--- src/rtl/mips_pkg.sv ---
// Shared definitions for the program-counter sequencer and its jump-unit
// handshake: decoded path classes, link register index and FSM states.
package mips_pkg;

  localparam logic [3:0] PATH_J   = 4'd5;
  localparam logic [3:0] PATH_JAL = 4'd6;
  localparam logic [3:0] PATH_JR  = 4'd8;

  localparam logic [4:0] REG_RA = 5'd31;

  typedef enum logic [1:0] {
    ST_RUN   = 2'd0,
    ST_ISSUE = 2'd1,
    ST_WAIT  = 2'd2
  } pcseq_state_t;

  // True for the path classes that are resolved by the jump unit.
  function automatic logic is_jump_path(input logic [3:0] path);
    return (path == PATH_J) || (path == PATH_JAL) || (path == PATH_JR);
  endfunction

endpackage

--- src/rtl/pc_sequencer.sv ---
// pc_sequencer: owns the program counter. A retired instruction either
// advances the PC by one word or hands a jump request to the jump unit,
// waits for completion (bounded by TIMEOUT wait cycles) and loads the
// returned target; jal additionally writes the return address to $ra.
//
// Ports:
//   clk, rst_n                    clock, synchronous active-low reset
//   step, path_index              retire pulse and decoded path class
//   instr_addr, rs_value          j/jal target field, jr register value
//   pc, pc_valid, busy            current PC, RUN indicator, ISSUE/WAIT
//   ju_en, ju_path_index, ju_addr,
//   ju_reg_addr, ju_pc            jump-unit request and operands
//   ju_pc_out, ju_done            jump-unit result and completion flag
//   link_we, link_addr, link_data register-file write port for the link
//   timeout_err                   sticky abandoned-request flag
//   dbg_state                     current FSM state
//
// Handshake: ju_en rises with the operands and holds them stable while it is
// high. ju_done is only honoured in WAIT; the ISSUE cycle gives the jump unit
// one edge to register its result, so a done flag left high from an earlier
// request cannot be mistaken for completion of the new one.
module pc_sequencer
  import mips_pkg::*;
#(
  parameter logic [31:0] PC_RESET = 32'd0,
  parameter int          TIMEOUT  = 15
) (
  input  logic         clk,
  input  logic         rst_n,
  input  logic         step,
  input  logic [3:0]   path_index,
  input  logic [25:0]  instr_addr,
  input  logic [31:0]  rs_value,
  output logic [31:0]  pc,
  output logic         pc_valid,
  output logic         busy,
  output logic         ju_en,
  output logic [3:0]   ju_path_index,
  output logic [25:0]  ju_addr,
  output logic [31:0]  ju_reg_addr,
  output logic [31:0]  ju_pc,
  input  logic [31:0]  ju_pc_out,
  input  logic         ju_done,
  output logic         link_we,
  output logic [4:0]   link_addr,
  output logic [31:0]  link_data,
  output logic         timeout_err,
  output pcseq_state_t dbg_state
);

  localparam int CW = $clog2(TIMEOUT + 1);
  localparam logic [CW-1:0] CNT_LIMIT = CW'(TIMEOUT);

  pcseq_state_t  state_q, state_d;
  logic [CW-1:0] wait_cnt, wait_cnt_d;
  logic [CW-1:0] wait_cnt_inc;
  logic [31:0]   pc_d;
  logic          pc_valid_d, busy_d, ju_en_d;
  logic [3:0]    ju_path_index_d;
  logic [25:0]   ju_addr_d;
  logic [31:0]   ju_reg_addr_d, ju_pc_d;
  logic          link_we_d;
  logic [31:0]   link_data_d;
  logic          timeout_err_d;

  assign wait_cnt_inc = wait_cnt + CW'(1);
  // The link destination never changes; it is a constant, not a data path.
  assign link_addr = REG_RA;
  assign dbg_state = state_q;

  always_comb begin
    state_d         = state_q;
    wait_cnt_d      = wait_cnt;
    pc_d            = pc;
    ju_en_d         = ju_en;
    ju_path_index_d = ju_path_index;
    ju_addr_d       = ju_addr;
    ju_reg_addr_d   = ju_reg_addr;
    ju_pc_d         = ju_pc;
    link_we_d       = 1'b0;
    link_data_d     = link_data;
    timeout_err_d   = timeout_err;

    case (state_q)
      ST_RUN: begin
        if (step) begin
          if (is_jump_path(path_index)) begin
            ju_path_index_d = path_index;
            ju_addr_d       = instr_addr;
            ju_reg_addr_d   = rs_value;
            ju_pc_d         = pc;
            link_data_d     = pc + 32'd1;
            ju_en_d         = 1'b1;
            wait_cnt_d      = '0;
            state_d         = ST_ISSUE;
          end else begin
            pc_d = pc + 32'd1;
          end
        end
      end
      ST_ISSUE: begin
        state_d = ST_WAIT;
      end
      ST_WAIT: begin
        if (ju_done) begin
          pc_d       = ju_pc_out;
          ju_en_d    = 1'b0;
          link_we_d  = (ju_path_index == PATH_JAL);
          wait_cnt_d = '0;
          state_d    = ST_RUN;
        end else if (wait_cnt_inc == CNT_LIMIT) begin
          // Abandon the request: fall through to the next sequential word.
          timeout_err_d = 1'b1;
          pc_d          = ju_pc + 32'd1;
          ju_en_d       = 1'b0;
          wait_cnt_d    = '0;
          state_d       = ST_RUN;
        end else begin
          wait_cnt_d = wait_cnt_inc;
        end
      end
      default: begin
        state_d = ST_RUN;
      end
    endcase

    pc_valid_d = (state_d == ST_RUN);
    busy_d     = (state_d != ST_RUN);
  end

  always_ff @(posedge clk) begin
    if (!rst_n) begin
      state_q       <= ST_RUN;
      wait_cnt      <= '0;
      pc            <= PC_RESET;
      pc_valid      <= 1'b1;
      busy          <= 1'b0;
      ju_en         <= 1'b0;
      ju_path_index <= 4'd0;
      ju_addr       <= 26'd0;
      ju_reg_addr   <= 32'd0;
      ju_pc         <= 32'd0;
      link_we       <= 1'b0;
      link_data     <= 32'd0;
      timeout_err   <= 1'b0;
    end else begin
      state_q       <= state_d;
      wait_cnt      <= wait_cnt_d;
      pc            <= pc_d;
      pc_valid      <= pc_valid_d;
      busy          <= busy_d;
      ju_en         <= ju_en_d;
      ju_path_index <= ju_path_index_d;
      ju_addr       <= ju_addr_d;
      ju_reg_addr   <= ju_reg_addr_d;
      ju_pc         <= ju_pc_d;
      link_we       <= link_we_d;
      link_data     <= link_data_d;
      timeout_err   <= timeout_err_d;
    end
  end

endmodule

--- config.mk ---
export PLATFORM = sky130hd
export DESIGN_NAME = pc_sequencer
export DESIGN_NICKNAME = d
export VERILOG_FILES = /design/src/rtl/mips_pkg.sv /design/src/rtl/pc_sequencer.sv
export SDC_FILE = /design/constraint.sdc
export NUM_CORES = 1
export LEC_CHECK = 0
export ABC_CLOCK_PERIOD_IN_PS = 2500
export CORE_MARGIN = 10
export CORE_UTILIZATION = 47
export DETAILED_ROUTE_END_ITERATION = 12
export GPL_ROUTABILITY_DRIVEN = 0
export PLACE_DENSITY = 0.88
export SYNTH_ARGS = -nofsm -noshare
export SYNTH_HDL_FRONTEND = slang
export SYNTH_SLANG_ARGS = --single-unit
--- constraint.sdc ---
create_clock -name clk -period 2.5 [get_ports clk]
set_clock_uncertainty 0.2 [all_clocks]
set_input_delay 0.625 -clock clk [delete_from_list [all_inputs] [get_ports clk]]
set_output_delay 0.625 -clock clk [all_outputs]
set_load 0.01 [all_outputs]
==> summary.txt, run 1 <==
Detailed routing
  • Total wire length after detailed routing: 32800 um
  • Initial DRT Pass Iterations: 8
  • Average wire per standard cell: 20.0 um
  • Antenna-violating nets left: 0
  • Count of routing violations after the opening detailed-route iteration: 1270
  • Total via count after detailed routing: 9593
  • Via density: 5.85
  • Residual DRC: 0

Timing
  • Count of final max-slew check failures: 0
  • Fin crit period: 2.47 ns
  • Number of failing setup endpoints in the final timing report: 0
  • Fraction of the cycle the final worst path needs: 0.990
  • Max transition margin: 0.608
  • Hold violation total from the final report: 0
  • RSZ-0062 raised after global routing: no
  • Worst hold slack after final layout: 0.253 ns
  • Peak Freq: 0.404 GHz
  • Slew @ Worst Pin: 0.581 ns

Die
  • Die Footprint: 23300 um2
  • X dimension of the die: 153 um
  • Chip Height: 153 um
  • Standard-cell row count: 48
  • Initial Util: 0.479
  • Placeable core area: 17200 um2
  • IO Pins: 268

Yosys
  • Area fraction in and, or, nand and nor cells after synthesis: 0.258
  • Most used DFF post-synth: dfxtp_1
  • Area of the mapped netlist: 8260 um2
  • Cell types occupying the most area after synthesis: dfxtp_1, nand2_1, a21oi_1
  • Portion of netlist area occupied by mux cells: 0.00878
  • Compound-gate portion of the synthesized area: 0.210
  • Combinational family with the most area after synthesis: simple AND/OR/NAND/NOR gates
  • Top cell type by total area after synthesis: dfxtp_1
  • Distinct cells, synth: 75
  • Per-instance average area after synthesis: 7.70 um2
  • Async S/R FF share, synth: 0
  • Share of the yosys chip area belonging to registers: 0.409
  • Xor-xnor portion of the synthesized cell area: 0.0530
  • Syn Inst Count: 1073
  • Number of enable flip-flop cells after synthesis: 0
  • Number of flip-flops and latches in the synthesized netlist: 169
  • Post-synthesis adder-cell area fraction: 0.00606
  • Ys Warns: 0
  • Area share of the largest cell type after synthesis: 0.409

GRT
  • Congestion Overflow GR: 0
  • GRT met1 Usage: 0.312
  • Vias in the first global route: 9250
  • Overall routing resource usage: 0.264
  • Global-route wire length before repair: 50900 um
  • Pin count of the biggest net entering global routing: 52
  • Met3 routing resource usage after global routing: 0.0855
  • Global-route met2 utilization: 0.431
  • Number of antenna violations at the first check in global routing: 0
  • Routing layer with the top usage in global route: met2

Power and ir drop
  • Power Dens Cells: 507 nW/um2
  • Tot Pwr: 6.42 mW
  • Static leakage: 4.56 nW
  • VDD IR-drop max: 0.533 mV

Final layout
  • Layout net count: 1502
  • Core occupancy in the finished layout: 0.735
  • Multi-input combinational cell area: 4540 um2
  • Area growth, synth to finish: 53.4%
  • Post-route non-filler standard cell count: 1639
  • Area occupied by registers: 3390 um2
  • Fill cells: 1183
  • Proportion of layout cells with a drive suffix above 1: 0.147

Clock tree
  • Clock tree from TritonCTS: built
  • Clock tree sinks: 169
  • Clock latency reported for the late side of the worst-skew pair: 0.44 ns
  • Number of clock buffers inserted by TritonCTS: 17
  • Root cell of the clock tree: clkbuf_16
  • Number of H-tree levels: 4
  • Clock transition at path regs: 0.06 ns
  • Max Buffers Root-to-Sink: 2

Setup path
  • Required time of the critical path: 2.68 ns
  • Kind of critical path: register to register
  • Crit-path max FO: 6
  • Arrival time reported for the critical path endpoint: 2.65 ns
  • Slowest cell delay on critical path: 0.47 ns
  • Cells along the critical path: nand4_1 -> nor2_1 -> and2_1 -> nand2_1 -> o32ai_1 -> a32o_1
  • Crit path max-delay cell type: dfxtp_1
  • Combined buffer and inverter count along the critical path: 0
  • CP Launch Type: register
  • Kind of end point of the critical path: register
  • Cell type group with the largest total delay on the critical path: simple AND/OR/NAND/NOR gates

Place
  • Final HPWL from detailed placement: 24500 um
  • Port buffer count: 262
  • Dpl cells: 1604

Hold path
  • Type of the most critical hold path: register to register

Status
  • Status: completed

Job
  • Max cap viols: 0
## flip-flops by register name, indices dropped and copies added, names as in the netlist
signal and cells:
busy 1, dbg_state 2, ju_addr 26, ju_en 1
ju_path_index 4, ju_pc 32, ju_reg_addr 32, link_data 32
link_we 1, pc 32, pc_valid 1, timeout_err 1
wait_cnt 4
## cell families (layout without fill, tap and decap cells)
kind of cell               after synthesis  in the layout
AOI/OAI and AO/OA                      286            286
xor gates and xnor gates                50             50
adders and majority gates                4              4
buffers and inverters                  102            438
DFF                                    169            169
muxes                                    7              7
other                                    1              6
and+or+nand+nor                        454            454
## worst register-to-register path: stages, from the launching register on
cell and delay [ns]:
dfxtp_1 0.47, nand4_1 0.33, nor2_1 0.37, and2_1 0.29, nand2_1 0.17, o32ai_1 0.41, a32o_1 0.18
## area by class of cell
class,count,area share
repair buffers,394,0.301
multi-input cells,806,0.358
diodes,1,0.000197
inverters,12,0.00375
flip-flops and latches,169,0.267
clock inverters,13,0.0134
well taps,225,0.0222
clock buffers,19,0.0342
## stage by stage
step / area (um2) / setup WS (ns) / TNS (ns)
3_5_place_dp: 11900 / -0.489 / -48.75
2_1_floorplan: 8280 / 0.160 / 0
3_3_place_gp: 11900 / -0.429 / -36.99
6_report: 12700 / 0.0252 / 0
4_1_cts: 12600 / 0.0174 / 0
5_1_grt: 12700 / 0.00164 / 0
## path summary, 6_finish.rpt
kind / start / endpoint / slack [ns] / cells after the start
worst min-delay path: ju_addr[3] / ju_addr[3] / 0.25 / 2
worst max register to register: pc[1] / pc[19] / 0.03 / 6
worst max-delay path: pc[1] / pc[19] / 0.03 / 6
worst min register to register: ju_addr[3] / ju_addr[3] / 0.25 / 2
## repair_timing
item / 4_1_cts / 5_1_grt
hold buffers: 0 / 0
setup buffers: 0 / 1
pin swaps: 2 / 4
hold endpoints to repair: 0 / 0
resized for setup: 2 / 18
cloned: 0 / 1
endpoints found under the setup margin: 9 / 36
## cells in the mapped netlist, types with 4 or more instances
cell	number
nand2_1	249
dfxtp_1	169
a21oi_1	145
nor2_1	63
o21ai_0	49
clkbuf_1	45
buf_2	29
nand3_1	28
xor2_1	26
xnor2_1	24
nor3_1	22
nand4_1	21
a211oi_1	17
and2_1	12
inv_1	12
and3_1	10
a32o_1	8
and4_1	8
a31oi_1	7
o31ai_1	7
o32ai_1	7
buf_4	6
o22ai_1	6
clkbuf_2	5
mux2i_1	5
nand2b_1	5
nor4_1	5
a31o_2	4
buf_1	4
ha_1	4
nor4_2	4
o211ai_1	4
or3_1	4
## routing by layer
layer  share of wire  routed length, um
met3            0.12               3800
met1            0.38              12500
met2            0.46              15200
met5               0                  0
met4           0.040               1300
## layout by cell type, fill, tap and decap left out, drive strengths merged, types with 4 or more instances in the layout
master,netlist,layout
buf,40,132
inv,12,15
clkinv,0,5
o22ai,6,6
and3,12,12
a31oi,7,7
and4,8,8
a32o,8,8
a211oi,17,17
and2,12,12
nor3,24,24
o31ai,7,7
o211ai,5,5
clkbuf,50,20
nand4,25,25
a21oi,145,145
nand3,28,28
nand2b,5,5
nand2,249,249
xnor2,24,24
o21ai,50,50
a31o,6,6
or3,4,4
dfxtp,169,169
xor2,26,26
nor2,65,65
mux2i,5,5
clkdlybuf4s50,0,258
o32ai,7,7
ha,4,4
conb,1,5
nor4,9,9
## power breakdown
group	internal, mW	total [mW]	leakage (nW)	switching, mW
sequential	2.77	2.82	1.37	0.0511
combinational	0.452	0.861	2.90	0.409
clock	1.59	2.74	0.290	1.16
total	4.81	6.42	4.56	1.62
Note: power is estimated with default switching activity, not from simulation.
==> run 2: changes to the inputs <==
Settings changed: HOLD_SLACK_MARGIN set to 0.08.
==> results of run 2 <==
Final layout, timing and power as in run 1 (identical DEF).
==> run 3: changes to the inputs <==
Settings changed: CORE_UTILIZATION 47 to 30, PLACE_DENSITY 0.88 to 0.63, SETUP_SLACK_MARGIN set to 0.1.
==> run 3 against run 2 <==
Count of clock-buffer cells in the layout unchanged. Setup slack better by 0.11 ns. Final cell count up 7.5%. Via count down 6.1%. Non-clock buffer count up 8. Die area up 49%. Routed wire length up 2.7%. Sequential share of layout area down 0.40 points. Core utilization down 26 points. Cell area up 1.7%. Combinational power up 0.7%. Hold slack better by 0.00084 ns.
==> summary.txt, run 3 (synthesis gave the netlist of run 1 again) <==
Status
  • Status: completed

Die
  • Chip Height: 186 um
  • Die Footprint: 34600 um2
  • X dimension of the die: 186 um
  • Placeable core area: 27000 um2
  • IO Pins: 268
  • Standard-cell row count: 60
  • Initial Util: 0.306

Detailed routing
  • Count of routing violations after the opening detailed-route iteration: 620
  • Total via count after detailed routing: 9005
  • Total wire length after detailed routing: 33700 um
  • Initial DRT Pass Iterations: 6
  • Average wire per standard cell: 19.1 um
  • Via density: 5.11
  • Residual DRC: 0
  • Antenna-violating nets left: 0

Clock tree
  • Root cell of the clock tree: clkbuf_16
  • Clock tree sinks: 169
  • Hold Buf Count CTS: 0
  • Clock latency reported for the late side of the worst-skew pair: 0.43 ns
  • Clock transition at path regs: 0.07 ns
  • Number of H-tree levels: 4
  • Max Buffers Root-to-Sink: 2
  • Clock tree from TritonCTS: built
  • Number of clock buffers inserted by TritonCTS: 17

Setup path
  • Launch point of the worst reg-to-reg path: wait_cnt[1]
  • Slowest cell delay on critical path: 0.61 ns
  • Combined buffer and inverter count along the critical path: 1
  • Crit-path max FO: 6
  • Kind of critical path: register to output pin
  • Arrival time reported for the critical path endpoint: 1.54 ns
  • Kind of end point of the critical path: output pin
  • Crit path max-delay cell type: clkdlybuf4s50_1
  • Critical Path Stages: 1
  • CP Launch Type: register
  • Worst reg2reg endpoint: pc[7]
  • Cells along the critical path: clkdlybuf4s50_1
  • Cell type group with the largest total delay on the critical path: buffers and inverters
  • R2R Setup Slk: 0.21 ns
  • R2R cell count: 9
  • Required time of the critical path: 1.67 ns

Final layout
  • Most common cell after layout, fill and taps aside: clkdlybuf4s50_1
  • Area growth, synth to finish: 56.0%
  • Post-route non-filler standard cell count: 1762
  • Proportion of layout cells with a drive suffix above 1: 0.156
  • Layout net count: 1510
  • Most frequent cells in the layout: clkdlybuf4s50_1, nand2_1, dfxtp_1
  • Antenna diodes: 0

Timing
  • Count of final max-slew check failures: 0
  • Number of failing setup endpoints in the final timing report: 0
  • RSZ-0062 raised after global routing: yes
  • Fraction of the cycle the final worst path needs: 0.945
  • Max transition margin: 0.636
  • Fin crit period: 2.36 ns
  • Slew @ Worst Pin: 0.540 ns
  • Peak Freq: 0.423 GHz
  • Worst hold slack after final layout: 0.253 ns
  • Hold violation total from the final report: 0

GRT
  • Overall routing resource usage: 0.190
  • Number of antenna violations at the first check in global routing: 1
  • Pin count of the biggest net entering global routing: 44
  • Vias in the first global route: 8714
  • Congestion Overflow GR: 0
  • Global-route wire length before repair: 50900 um

Place
  • Final HPWL from detailed placement: 25900 um
  • Port buffer count: 262
  • Dpl cells: 1725

Power and ir drop
  • Power Dens Cells: 510 nW/um2
  • Static leakage: 4.69 nW
  • VDD IR-drop max: 0.278 mV

Hold path
  • Start point of the worst min-delay path: ju_addr[19]
  • Destination of the worst hold path: ju_addr[19]
  • Type of the most critical hold path: register to register
  • Cells on Worst Hold Path: 2

Job
  • Max cap viols: 0
-- run 3: cell count changes in the layout (fill, tap and decap cells not counted), sizes merged --
| cell | previous run | this run |
|---|---|---|
| buf | 132 | 140 |
| bufbuf | 0 | 1 |
| clkbuf | 20 | 19 |
| clkdlybuf4s50 | 258 | 252 |
| clkinvlp | 2 | 0 |
| diode | 1 | 0 |
| dlygate4sd2 | 1 | 5 |
| dlymetal6s2s | 2 | 4 |
| inv | 15 | 17 |
-- run 3: layout make-up --
type / count / area, um2
clock buffers: 19 / 453
clock inverters: 13 / 183
fillers: 2601 / 14100
inverters: 12 / 47.5
multi-input cells: 806 / 4530
flip-flops and latches: 169 / 3390
well taps: 341 / 427
repair buffers: 402 / 3860
-- run 3: how the worst max path moves through the flow --
stage	startpoint	end	slack, ns
floorplan	path_index[1]	pc[15]	0.16
global placement	path_index[3]	pc[19]	-0.48
detailed placement	path_index[3]	pc[19]	-0.52
CTS	dbg_state[1]	dbg_state[1]	0.03
global route	path_index[0]	pc[7]	0.08
finish	pc[24]	pc[24]	0.14
-- run 3: report_power, final --
part | internal [mW] | switching, mW | total (mW)
Clock | 1.66 | 1.23 | 2.89
Sequential | 2.77 | 0.0490 | 2.82
Combinational | 0.458 | 0.409 | 0.867
-- run 3: through the flow --
stage | TNS [ns] | setup WS, ns | power (mW) | util | cell area (um2)
4_1_cts | 0 | 0.0292 | 6.65 | 0.474 | 12800
3_5_place_dp | -46.53 | -0.518 | 3.72 | 0.448 | 12100
6_report | 0 | 0.138 | 6.58 | 0.477 | 12900
5_1_grt | 0 | 0.0785 | 6.82 | 0.477 | 12900
2_1_floorplan | 0 | 0.160 | 3.19 | - | 8280
3_3_place_gp | -43.44 | -0.480 | 3.71 | 0.448 | 12100
-- run 3: timing repair --
action                     4_1_cts  5_1_grt
setup buffers                    3        1
pin swaps                        4        4
gates cloned                     1        0
setup endpoints to repair       31       39
gates resized for setup         17       20
-- run 3: routing by layer --
layer,GRT usage,routed length (um)
met5,0,0
met2,0.298,14900
met4,0.0558,711
met3,0.0745,3760
met1,0.235,14300
